$ cat src/rtl/register_bank_pkg.sv
// Shared definitions for the register bank: clear-sequencer state encoding
// and the address-width helper.
package register_bank_pkg;

  typedef enum logic {
    ST_IDLE  = 1'b0,
    ST_CLEAR = 1'b1
  } state_t;

  // Minimum bits needed to index n entries; at least 1 so a port is never zero-width.
  function automatic int unsigned clog2(input int unsigned n);
    int unsigned w;
    w = 0;
    while ((32'd1 << w) < n) w++;
    return (w == 0) ? 1 : w;
  endfunction

endpackage

$ cat src/rtl/mem_clear_seq.sv
// Bulk-clear sequencer: walks idx 0..DEPTH-1, one word per cycle, while busy.
module mem_clear_seq
  import register_bank_pkg::*;
#(
  parameter int unsigned DEPTH = 4,
  parameter int unsigned AW    = clog2(DEPTH)
) (
  input  logic          clk,
  input  logic          rst,
  input  logic          clear,
  output logic          busy,
  output logic          clr_we,
  output logic [AW-1:0] clr_idx
);

  state_t        state, state_nx;
  logic [AW-1:0] idx, idx_nx;
  logic          last;

  assign last = (idx == AW'(DEPTH - 1));

  always_ff @(posedge clk or negedge rst) begin
    if (!rst) begin
      state <= ST_IDLE;
      idx   <= '0;
    end else begin
      state <= state_nx;
      idx   <= idx_nx;
    end
  end

  always_comb begin
    state_nx = state;
    idx_nx   = idx;
    case (state)
      ST_IDLE: begin
        idx_nx = '0;
        if (clear) state_nx = ST_CLEAR;
      end
      ST_CLEAR: begin
        if (last) begin
          state_nx = ST_IDLE;
          idx_nx   = '0;
        end else begin
          idx_nx = idx + 1'b1;
        end
      end
      default: begin
        state_nx = ST_IDLE;
        idx_nx   = '0;
      end
    endcase
  end

  always_comb begin
    busy    = (state == ST_CLEAR);
    clr_we  = (state == ST_CLEAR);
    clr_idx = idx;
  end

endmodule

$ cat src/rtl/register_bank.sv
// DEPTH x WIDTH storage with one write port, two registered read ports
// (write-first bypass) and a sequenced bulk clear.
module register_bank
  import register_bank_pkg::*;
#(
  parameter  int unsigned WIDTH = 8,
  parameter  int unsigned DEPTH = 4,
  localparam int unsigned AW    = clog2(DEPTH)
) (
  input  logic             clk,
  input  logic             rst,
  input  logic             save,
  input  logic [AW-1:0]    addr_w,
  input  logic [WIDTH-1:0] value,
  input  logic             load_a,
  input  logic [AW-1:0]    addr_a,
  output logic [WIDTH-1:0] out_a,
  output logic             valid_a,
  input  logic             load_b,
  input  logic [AW-1:0]    addr_b,
  output logic [WIDTH-1:0] out_b,
  output logic             valid_b,
  input  logic             clear,
  output logic             busy
);

  logic [WIDTH-1:0] mem [DEPTH];
  logic             clr_we;
  logic [AW-1:0]    clr_idx;
  logic             wr_en;
  logic [AW-1:0]    wr_addr;
  logic [WIDTH-1:0] wr_data;
  logic             idle_op, rd_a, rd_b, zero_out;
  logic [WIDTH-1:0] rdata_a, rdata_b;

  function automatic logic in_range(input logic [AW-1:0] a);
    return int'(a) < int'(DEPTH);
  endfunction

  mem_clear_seq #(
    .DEPTH (DEPTH),
    .AW    (AW)
  ) u_seq (
    .clk     (clk),
    .rst     (rst),
    .clear   (clear),
    .busy    (busy),
    .clr_we  (clr_we),
    .clr_idx (clr_idx)
  );

  // clear takes priority over save/load in the idle cycle that starts it
  assign idle_op  = !busy && !clear;
  assign rd_a     = idle_op && load_a;
  assign rd_b     = idle_op && load_b;
  assign zero_out = !busy && clear;

  always_comb begin
    wr_en   = 1'b0;
    wr_addr = '0;
    wr_data = '0;
    if (clr_we) begin
      wr_en   = 1'b1;
      wr_addr = clr_idx;
    end else if (idle_op && save && in_range(addr_w)) begin
      wr_en   = 1'b1;
      wr_addr = addr_w;
      wr_data = value;
    end
  end

  // Read paths: out-of-range reads return 0; a same-cycle write to the address bypasses.
  always_comb begin
    rdata_a = '0;
    if (in_range(addr_a)) begin
      if (save && addr_w == addr_a) rdata_a = value;
      else                          rdata_a = mem[addr_a];
    end
    rdata_b = '0;
    if (in_range(addr_b)) begin
      if (save && addr_w == addr_b) rdata_b = value;
      else                          rdata_b = mem[addr_b];
    end
  end

  always_ff @(posedge clk or negedge rst) begin
    if (!rst) begin
      for (int unsigned i = 0; i < DEPTH; i++) mem[i] <= '0;
      out_a   <= '0;
      out_b   <= '0;
      valid_a <= 1'b0;
      valid_b <= 1'b0;
    end else begin
      if (wr_en) mem[wr_addr] <= wr_data;
      valid_a <= rd_a;
      valid_b <= rd_b;
      if (zero_out) begin
        out_a <= '0;
        out_b <= '0;
      end else begin
        if (rd_a) out_a <= rdata_a;
        if (rd_b) out_b <= rdata_b;
      end
    end
  end

endmodule

$ cat config.mk
export PLATFORM = sky130hd
export DESIGN_NAME = register_bank
export DESIGN_NICKNAME = d
export VERILOG_FILES = /design/src/rtl/register_bank_pkg.sv /design/src/rtl/mem_clear_seq.sv /design/src/rtl/register_bank.sv
export SDC_FILE = /design/constraint.sdc
export NUM_CORES = 1
export LEC_CHECK = 0
export CORE_MARGIN = 3
export CORE_UTILIZATION = 54
export DETAILED_ROUTE_END_ITERATION = 8
export PLACE_DENSITY = 0.82
export SLEW_MARGIN = 20
export SYNTH_ARGS = -nofsm -noshare
export SYNTH_HDL_FRONTEND = slang
export SYNTH_SLANG_ARGS = --single-unit
$ cat constraint.sdc
create_clock -name clk -period 2.1 [get_ports clk]
set_input_delay 0.21 -clock clk [delete_from_list [all_inputs] [get_ports clk]]
set_output_delay 0.21 -clock clk [all_outputs]
set_load 0.03 [all_outputs]
Word-level counts from Yosys, hierarchy flattened
Index checks and enable logic that the tools add are counted.
{"block": "totals", "register_bits": 53, "in_bits": 20, "output_inout_bits": 19}
{"block": "op_classes", "muxes": 26, "reduce_logical": 12, "bitwise": 4, "order_cmp": 4, "n_eq_ne": 3, "n_addsub": 1}
{"op": "2-to-1 mux 8 bit", "count": 13}
{"op": "binary-select mux 8 bit (select 2 bit)", "count": 2}
{"op": "bitwise mux 32 bit", "count": 1}
{"op": "demux 8 bit (select 2 bit)", "count": 1}
{"op": "greater-or-equal comparator 3 bit (second input constant)", "count": 3}
{"op": "NOT 2 -> 3 bit", "count": 3}
{"op": "logical AND 1 bit", "count": 8}
{"op": "2-to-1 mux 2 bit", "count": 3}
{"op": "== test 2 bit", "count": 2}
{"op": "2-to-1 mux 1 bit", "count": 4}
{"op": "case mux 2 bit (2 select lines)", "count": 1}
{"op": "nonzero test 2 bit", "count": 2}
{"op": "less-than comparator 3 x 1 -> 1 bit (second input constant)", "count": 1}
{"op": "adder 2 x 1 -> 2 bit (second input constant)", "count": 1}
{"op": "== test 2 bit (second input constant)", "count": 1}
{"op": "zero test 1 bit", "count": 2}
{"op": "case mux 1 bit (2 select lines)", "count": 1}
{"op": "NOT 1 bit", "count": 1}

Logic depth before layout (Yosys ltp)
Gate-level depths: netlist (run 1).
{"block": "depth", "depth_word": 11, "mapped_depth": 5}

Cells and area by module
A second synthesis (run 1) with hierarchy kept.
{"block": "hier_totals", "cells_unflattened": 195, "hier_area_um2": 2657.5}
{"module": "register_bank", "cells_per_inst": 185, "area_each_um2": 2534.9, "instances": 1}
{"module": "mem_clear_seq", "cells_per_inst": 10, "area_each_um2": 122.6, "instances": 1}

Worst setup path before layout (run 1)
Ideal clock, no wire load.
{"block": "synth_path", "path_type": "flip-flop to flip-flop", "from": "reg u_seq.state, in the netlist u_seq.busy", "to": "reg mem[0] (netlist bit)", "synth_period_minus_slack_ns": 1.780, "arrival_time_ns": 1.655, "path_stages_with_launch": 5, "slack_ns": 0.320, "path_buffers": 1, "required_time_ns": 1.975, "path_cell_list": "dfrtp_1 > buf_2 > nand2_1 > a22oi_4 > mux2_2"}
{"block": "synth_via", "elab_chain_cells": 11, "word_cells_on_any_way": 16}
{"item": "start: declaration", "line": "mem_clear_seq.sv:16", "rtl": "state_t state, state_nx;"}
{"item": "start signal: assignment", "line": "mem_clear_seq.sv:27", "rtl": "state <= state_nx;"}
{"item": "zero test 1 bit", "line": "register_bank.sv:53", "rtl": "assign idle_op = !busy && !clear;"}
{"item": "logical AND 1 bit", "line": "register_bank.sv:53"}
{"item": "logical AND 1 bit", "line": "register_bank.sv:65", "rtl": "end else if (idle_op && save && in_range(addr_w)) begin"}
{"item": "2-to-1 mux 2 bit", "line": "register_bank.sv:65"}
{"item": "2-to-1 mux 2 bit", "line": "register_bank.sv:62", "rtl": "if (clr_we) begin"}
{"item": "NOT 2 -> 3 bit (not written as such)", "line": "register_bank.sv:94", "rtl": "if (wr_en) mem[wr_addr] <= wr_data;"}
{"item": "greater-or-equal comparator 3 bit (not written as such) or less-than comparator 3 x 1 -> 1 bit (tied branches)", "line": "register_bank.sv:94"}
{"item": "logical AND 1 bit (not written as such)", "line": "register_bank.sv:94"}
{"item": "2-to-1 mux 8 bit (not written as such)", "line": "register_bank.sv:94"}
{"item": "demux 8 bit (select 2 bit)", "line": "register_bank.sv:94"}
{"item": "bitwise mux 32 bit", "line": "register_bank.sv:94"}
{"item": "end signal: indexed assignment", "line": "register_bank.sv:94"}
{"item": "end: declaration", "line": "register_bank.sv:27", "rtl": "logic [WIDTH-1:0] mem [DEPTH];"}
Parallel ways exist; a longest one is shown, timed or not.
A chain may end at the register's enable or synchronous reset.

Worst setup path in the final report (run 1)
{"block": "layout_path", "from": "reg u_seq.state, in the netlist u_seq.busy", "to": "out busy"}
{"item": "end: declaration", "line": "register_bank.sv:24", "rtl": "output logic busy"}
No word-level cell between the ends.

==> impl_metrics.ini, run 1 <==
[place]
hpwl_um = 4780
dpl_cell_area_um2 = 3360
numPortBuffers = 38
dpl_worst_slack_ns = 0.0432
routabilityCongestion = 0.771

[global_route]
track_usage_pct = 22.6
antenna_found_initial = 0
grt_pass1_wl_um = 10900
grt_max_degree = 54
overflow = 0
grt_pass1_vias = 2145

[setup_path]
path_cells = clkdlybuf4s50_1
critPathBufInv = 1
end_kind = primary output
start_kind = register
critPathTopFamily = buffers and inverters
critPathArrivalTime_ns = 1.66
critPathRequiredTime_ns = 1.89
r2r_setup_slack_ns = 0.25
path_max_fanout = 12
critical_path.max_stage_delay_ns = 0.76
critPathKind = register to primary output
cp_slowest_cell = clkdlybuf4s50_1

[sta]
max_slew_margin_pct = 54.8
report.final.slew_viol_count = 0
setup_slack_ns = 0.227
hold_violations = 0
fmax_mhz = 534
fin_skew_ns = 0.00266
fin_crit_ns = 1.87
holdWs_ns = 0.00868
fin_tns_setup_ns = 0
setup_violations = 0
finalCritPeriodShare_pct = 89.2
tightest_slew_ns = 0.676
rsz0062_at_grt = false

[floorplan]
ios = 39
design.die.area_um2 = 6150
rows = 25
die_w_um = 78.4
dieHeight_um = 78.4
coreArea_um2 = 4880
start_util_pct = 58.1

[yosys]
synthMuxAreaShare_pct = 25.4
ys_seq_area_share_pct = 46.8
yosysWarnings = 0
syn_area_um2 = 2830
syn_nets = 233
synth-xor-area-share_pct = 1.24
yosys_register_bits = 53
synthFlopType = dfrtp_1
syn_inst = 212
async_flop_share_pct = 100
synth_simple_gate_area_share_pct = 10.9
synth_compound_area_share_pct = 12.5
synth_top_family_by_area = multiplexers
synthAdderAreaFrac_pct = 0.442
synth_edf_count = 0
synth_cell_types = 30
syn_area_per_cell_um2 = 13.4

[detailed_routing]
vias = 2039
drc = 0
drt_pass1_iterations = 4
drt-wirelength-per-cell_um = 18.5
wl_um = 6150
drt_iter0_drc = 190
vias_per_cell = 6.14
ant_nets = 0

[pwr]
clock_power_share_pct = 22.5
seq_power_share_pct = 40.3
powerDensity_nw_per_um2 = 1020
ir_worst_vdd_mv = 0.572
p_sw_w = 0.00117
p_leak_nw = 1.50
combPwrFrac_pct = 37.3
internal-power_w = 0.00238
switching_share_pct = 33.0

[min_path]
hold_path.class = primary input to asynchronous set/reset pin

[cells_and_area]
drive_gt1_share_pct = 32.5
antenna_cells = 0
fillCellCount = 327
utilization_pct = 71.7
design_area_um2 = 3500
syn_to_final_growth_pct = 23.5
nNetsFinal = 285

[clock_tree]
cts.sinks = 53
clk_latency_ns = 0.30
cts.htree.levels = 2
cts_hold_buffers = 0
post_cts_buffers = 0
clockBufferDepth = 2
clk_pin_slew_ns = 0.09
clock-root-buffer = clkbuf_8
cts-buffers-inserted = 5
cts_tree = done
cts-resized-gates = 0

[status]
status = finished clean

[job]
drv_cap = 0
[cell usage after synthesis (all sizes together) (3+ instances only)]
cell | instances | area (µm²)
and3 | 8 | 50.1
buf | 9 | 56.3
clkbuf | 3 | 13.8
dfrtp | 53 | 1330
mux2 | 32 | 360
mux4 | 16 | 360
nand2 | 34 | 128
o211ai | 17 | 133
o311ai | 16 | 140
xor2 | 4 | 35.0
[flip-flops by register name, summed over array words and instances, names as in the netlist]
name	cells
out_b	8
out_a	8
mem	32
u_seq.busy	1
valid_b	1
u_seq.clr_idx	2
valid_a	1
[layout make-up]
cell class | count | area [µm²] | area share (%)
inverter | 1 | 3.75 | 0.107
sequential | 53 | 1330 | 37.9
tap | 67 | 83.8 | 2.40
multi-input combinational | 146 | 1430 | 41.0
clock inverter | 3 | 65.1 | 1.86
clock buffer | 5 | 68.8 | 1.97
timing repair buffer | 57 | 518 | 14.8
[cells in the final DEF, fill, tap and decap left out, types with 2 or more instances in the layout]
cell type,n
clkbuf_8,5
o21bai_1,2
and3_1,8
clkdlybuf4s50_1,37
xor2_1,4
mux2_2,32
nor2b_1,2
bufinv_16,2
buf_4,19
nor3b_2,2
mux4_2,16
or3_1,2
o211ai_1,16
dfrtp_1,53
o311ai_0,16
nand2_1,34
[cell families after synthesis]
logic type / after synthesis
compound gates: 39
xor+xnor: 4
fa+ha+maj: 1
buf+inv: 13
flops: 53
mux: 48
simple gates: 54
[final timing paths]
kind	start	to	depth (start not counted)
worst max register to register	u_seq.busy$_DFF_PN0_	mem[14]$_DFFE_PN0P_	3
worst max-delay path	u_seq.busy$_DFF_PN0_	busy	1
worst min-delay path	rst	valid_a$_DFF_PN0_	2
max in group asynchronous	rst	mem[26]$_DFFE_PN0P_	2
min in group clk	out_a[6]$_DFFE_PN0P_	out_a[6]$_DFFE_PN0P_	2
worst min register to register	out_a[6]$_DFFE_PN0P_	out_a[6]$_DFFE_PN0P_	2
[power by group through the flow]
| stage | Clock, W | Combinational [W] | Sequential [W] |
|---|---|---|---|
| 3_5_place_dp | 0 | 0.00133 | 0.00145 |
| 3_3_place_gp | 0 | 0.00129 | 0.00143 |
| 2_1_floorplan | 0 | 0.000798 | 0.00153 |
| 5_1_grt | 0.000857 | 0.00143 | 0.00146 |
| 6_report | 0.000798 | 0.00132 | 0.00143 |
| 4_1_cts | 0.000813 | 0.00134 | 0.00143 |
[through the flow]
step / total power, W / std cells
after floorplan: 0.00232 / 212
after global placement: 0.00272 / 324
after detailed placement: 0.00278 / 324
after CTS: 0.00358 / 332
after global routing: 0.00375 / 332
final: 0.00355 / 332
[routing by layer]
metal | share of wire (%) | up-vias | global-route usage [%]
li1 | - | 931 | -
met1 | 42 | 1034 | 30.3
met2 | 51 | 63 | 37.2
met3 | 4.9 | 11 | 4.01
met4 | 1.9 | 0 | 8.04
met5 | 0 | - | 0
Note: power is estimated with default switching activity, not from simulation.
==> run 2: changes to the inputs <==
- GPL_ROUTABILITY_DRIVEN: unset -> 0
==> results of run 2 <==
No change in the layout: final DEF, timing and power equal those of run 1.
==> run 3: changes to the inputs <==
- CELL_PAD_IN_SITES_DETAIL_PLACEMENT: unset -> 1
- CELL_PAD_IN_SITES_GLOBAL_PLACEMENT: unset -> 1
- CORE_MARGIN: 3 -> 4
- CORE_UTILIZATION: 54 -> 45
- PLACE_DENSITY: 0.82 -> 0.83
- RECOVER_POWER: unset -> 50
==> run 3 against run 2 <==
Against the previous run:
- sequential share of layout area is 0.15 points lower
- core utilization is 13 points lower
- critical path type unchanged
- combinational power is 8% higher
- flip-flop and latch count stayed put
- global-route usage is 0.28 points lower
- die area is 24% higher
- critical path depth stayed put
- register-to-register slack worse by 0.02 ns
- largest cell class unchanged
==> impl_metrics.ini, run 3 (synthesized netlist as in run 1, its figures left out) <==
[status]
status = finished clean

[clock_tree]
cts-buffers-inserted = 5
cts_tree = done
cts.sinks = 53
post_cts_buffers = 0
cts.htree.levels = 2
clk_latency_ns = 0.31
clockBufferDepth = 2
clock-root-buffer = clkbuf_8
cts_hold_buffers = 1
cts-resized-gates = 0
clk_pin_slew_ns = 0.10

[sta]
fin_crit_ns = 1.90
fin_skew_ns = 0.00460
fmax_mhz = 526
tightest_slew_ns = 1.34
hold_violations = 0
max_slew_margin_pct = 10.5
fin_tns_setup_ns = 0
finalCritPeriodShare_pct = 90.6
setup_violations = 0
report.final.slew_viol_count = 0
rsz0062_at_grt = false

[detailed_routing]
ant_nets = 0
drt_iter0_drc = 126
wl_um = 7750
vias = 2117
vias_per_cell = 6.24
drt-wirelength-per-cell_um = 22.9
drc = 0
drt_pass1_iterations = 4

[cells_and_area]
syn_to_final_growth_pct = 24.0
top_register = mem
multi_input_area_um2 = 1430
fillCellCount = 597
antenna_cells = 0
seq_area_um2 = 1330
biggestRegsByFlops = mem (32), out_a (8), out_b (8)
final_common_cell = dfrtp_1
nNetsFinal = 284
drive_gt1_share_pct = 31.8
largest_reg_flops = 32
instances_no_fill = 339
final_cell_mix = 53 x dfrtp_1, 34 x nand2_1, 32 x mux2_2, 32 x clkdlybuf4s50_1

[floorplan]
die_w_um = 87.3
ios = 39
design.die.area_um2 = 7630
dieHeight_um = 87.3
rows = 28
coreArea_um2 = 6030
start_util_pct = 47.0

[pwr]
p_leak_nw = 1.51
seq_power_share_pct = 39.9
internal-power_w = 0.00233
clock_power_share_pct = 20.5
combPwrFrac_pct = 39.6
p_sw_w = 0.00128
switching_share_pct = 35.4
finalPower_w = 0.00361
powerDensity_nw_per_um2 = 1030
ir_worst_vdd_mv = 0.607

[global_route]
grt_pass1_vias = 2424
grt_pass1_wl_um = 12900
overflow = 0
antenna_found_initial = 0
grt_max_degree = 54
track_usage_pct = 22.3

[setup_path]
critPathBufInv = 1
end_kind = primary output
critPathKind = register to primary output
path_max_fanout = 12
cp_slowest_cell = clkdlybuf4s50_1
path_cells = clkdlybuf4s50_1
start_kind = register
critPathRequiredTime_ns = 1.89
critical_path.max_stage_delay_ns = 0.76
critPathArrivalTime_ns = 1.69
critPathTopFamily = buffers and inverters

[place]
hpwl_um = 5800
numPortBuffers = 38
placed_cells = 330

[job]
drv_cap = 0

[min_path]
hold_path.class = register to register
-- run 3: metrics by stage --
stage / area (µm²) / setup slack (ns) / utilization [%] / hold WS [ns]
after CTS: 3530 / 0.207 / 58.5 / 0.424
after floorplan: 2830 / 0.320 / - / -0.0856
final: 3510 / 0.197 / 58.3 / 0.509
after detailed placement: 3400 / 0.0131 / 56.4 / 0.228
after global routing: 3510 / 0.112 / 58.3 / 0.533
after global placement: 3400 / 0.124 / 56.4 / 0.224
-- run 3: power by group through the flow --
stage | clock [W] | combinational (W) | sequential [W]
after floorplan | 0 | 0.000798 | 0.00153
after global placement | 0 | 0.00139 | 0.00143
after detailed placement | 0 | 0.00144 | 0.00146
after CTS | 0.000746 | 0.00145 | 0.00144
after global routing | 0.000791 | 0.00153 | 0.00148
final | 0.000741 | 0.00143 | 0.00144
-- run 3: per-layer routing --
layer | vias to the layer above | part of all wire (%) | track usage [%]
met2 | 71 | 50 | 36.9
met4 | 0 | 3.5 | 10.3
met3 | 29 | 4.9 | 4.35
met1 | 1090 | 41 | 28.0
met5 | - | 0 | 0
li1 | 927 | - | -
-- run 3: layout make-up --
type / count / area share, %
multi-input cells: 146 / 40.8
clock inverters: 2 / 1.07
well taps: 75 / 2.67
flip-flops and latches: 53 / 37.8
clock buffers: 6 / 2.35
inverters: 1 / 0.107
repair buffers: 56 / 15.2
-- run 3: worst paths after layout --
check	from	end	slack [ns]	cells after the start
max	u_seq.busy$_DFF_PN0_	busy	0.20	1
min	out_b[6]$_DFFE_PN0P_	out_b[6]$_DFFE_PN0P_	0.51	2
max reg2reg	u_seq.busy$_DFF_PN0_	mem[3]$_DFFE_PN0P_	0.23	3
min reg2reg	out_b[6]$_DFFE_PN0P_	out_b[6]$_DFFE_PN0P_	0.51	2
max in group asynchronous	rst	out_b[4]$_DFFE_PN0P_	0.49	3
min in group asynchronous	rst	u_seq.clr_idx[0]$_DFF_PN0_	0.80	3
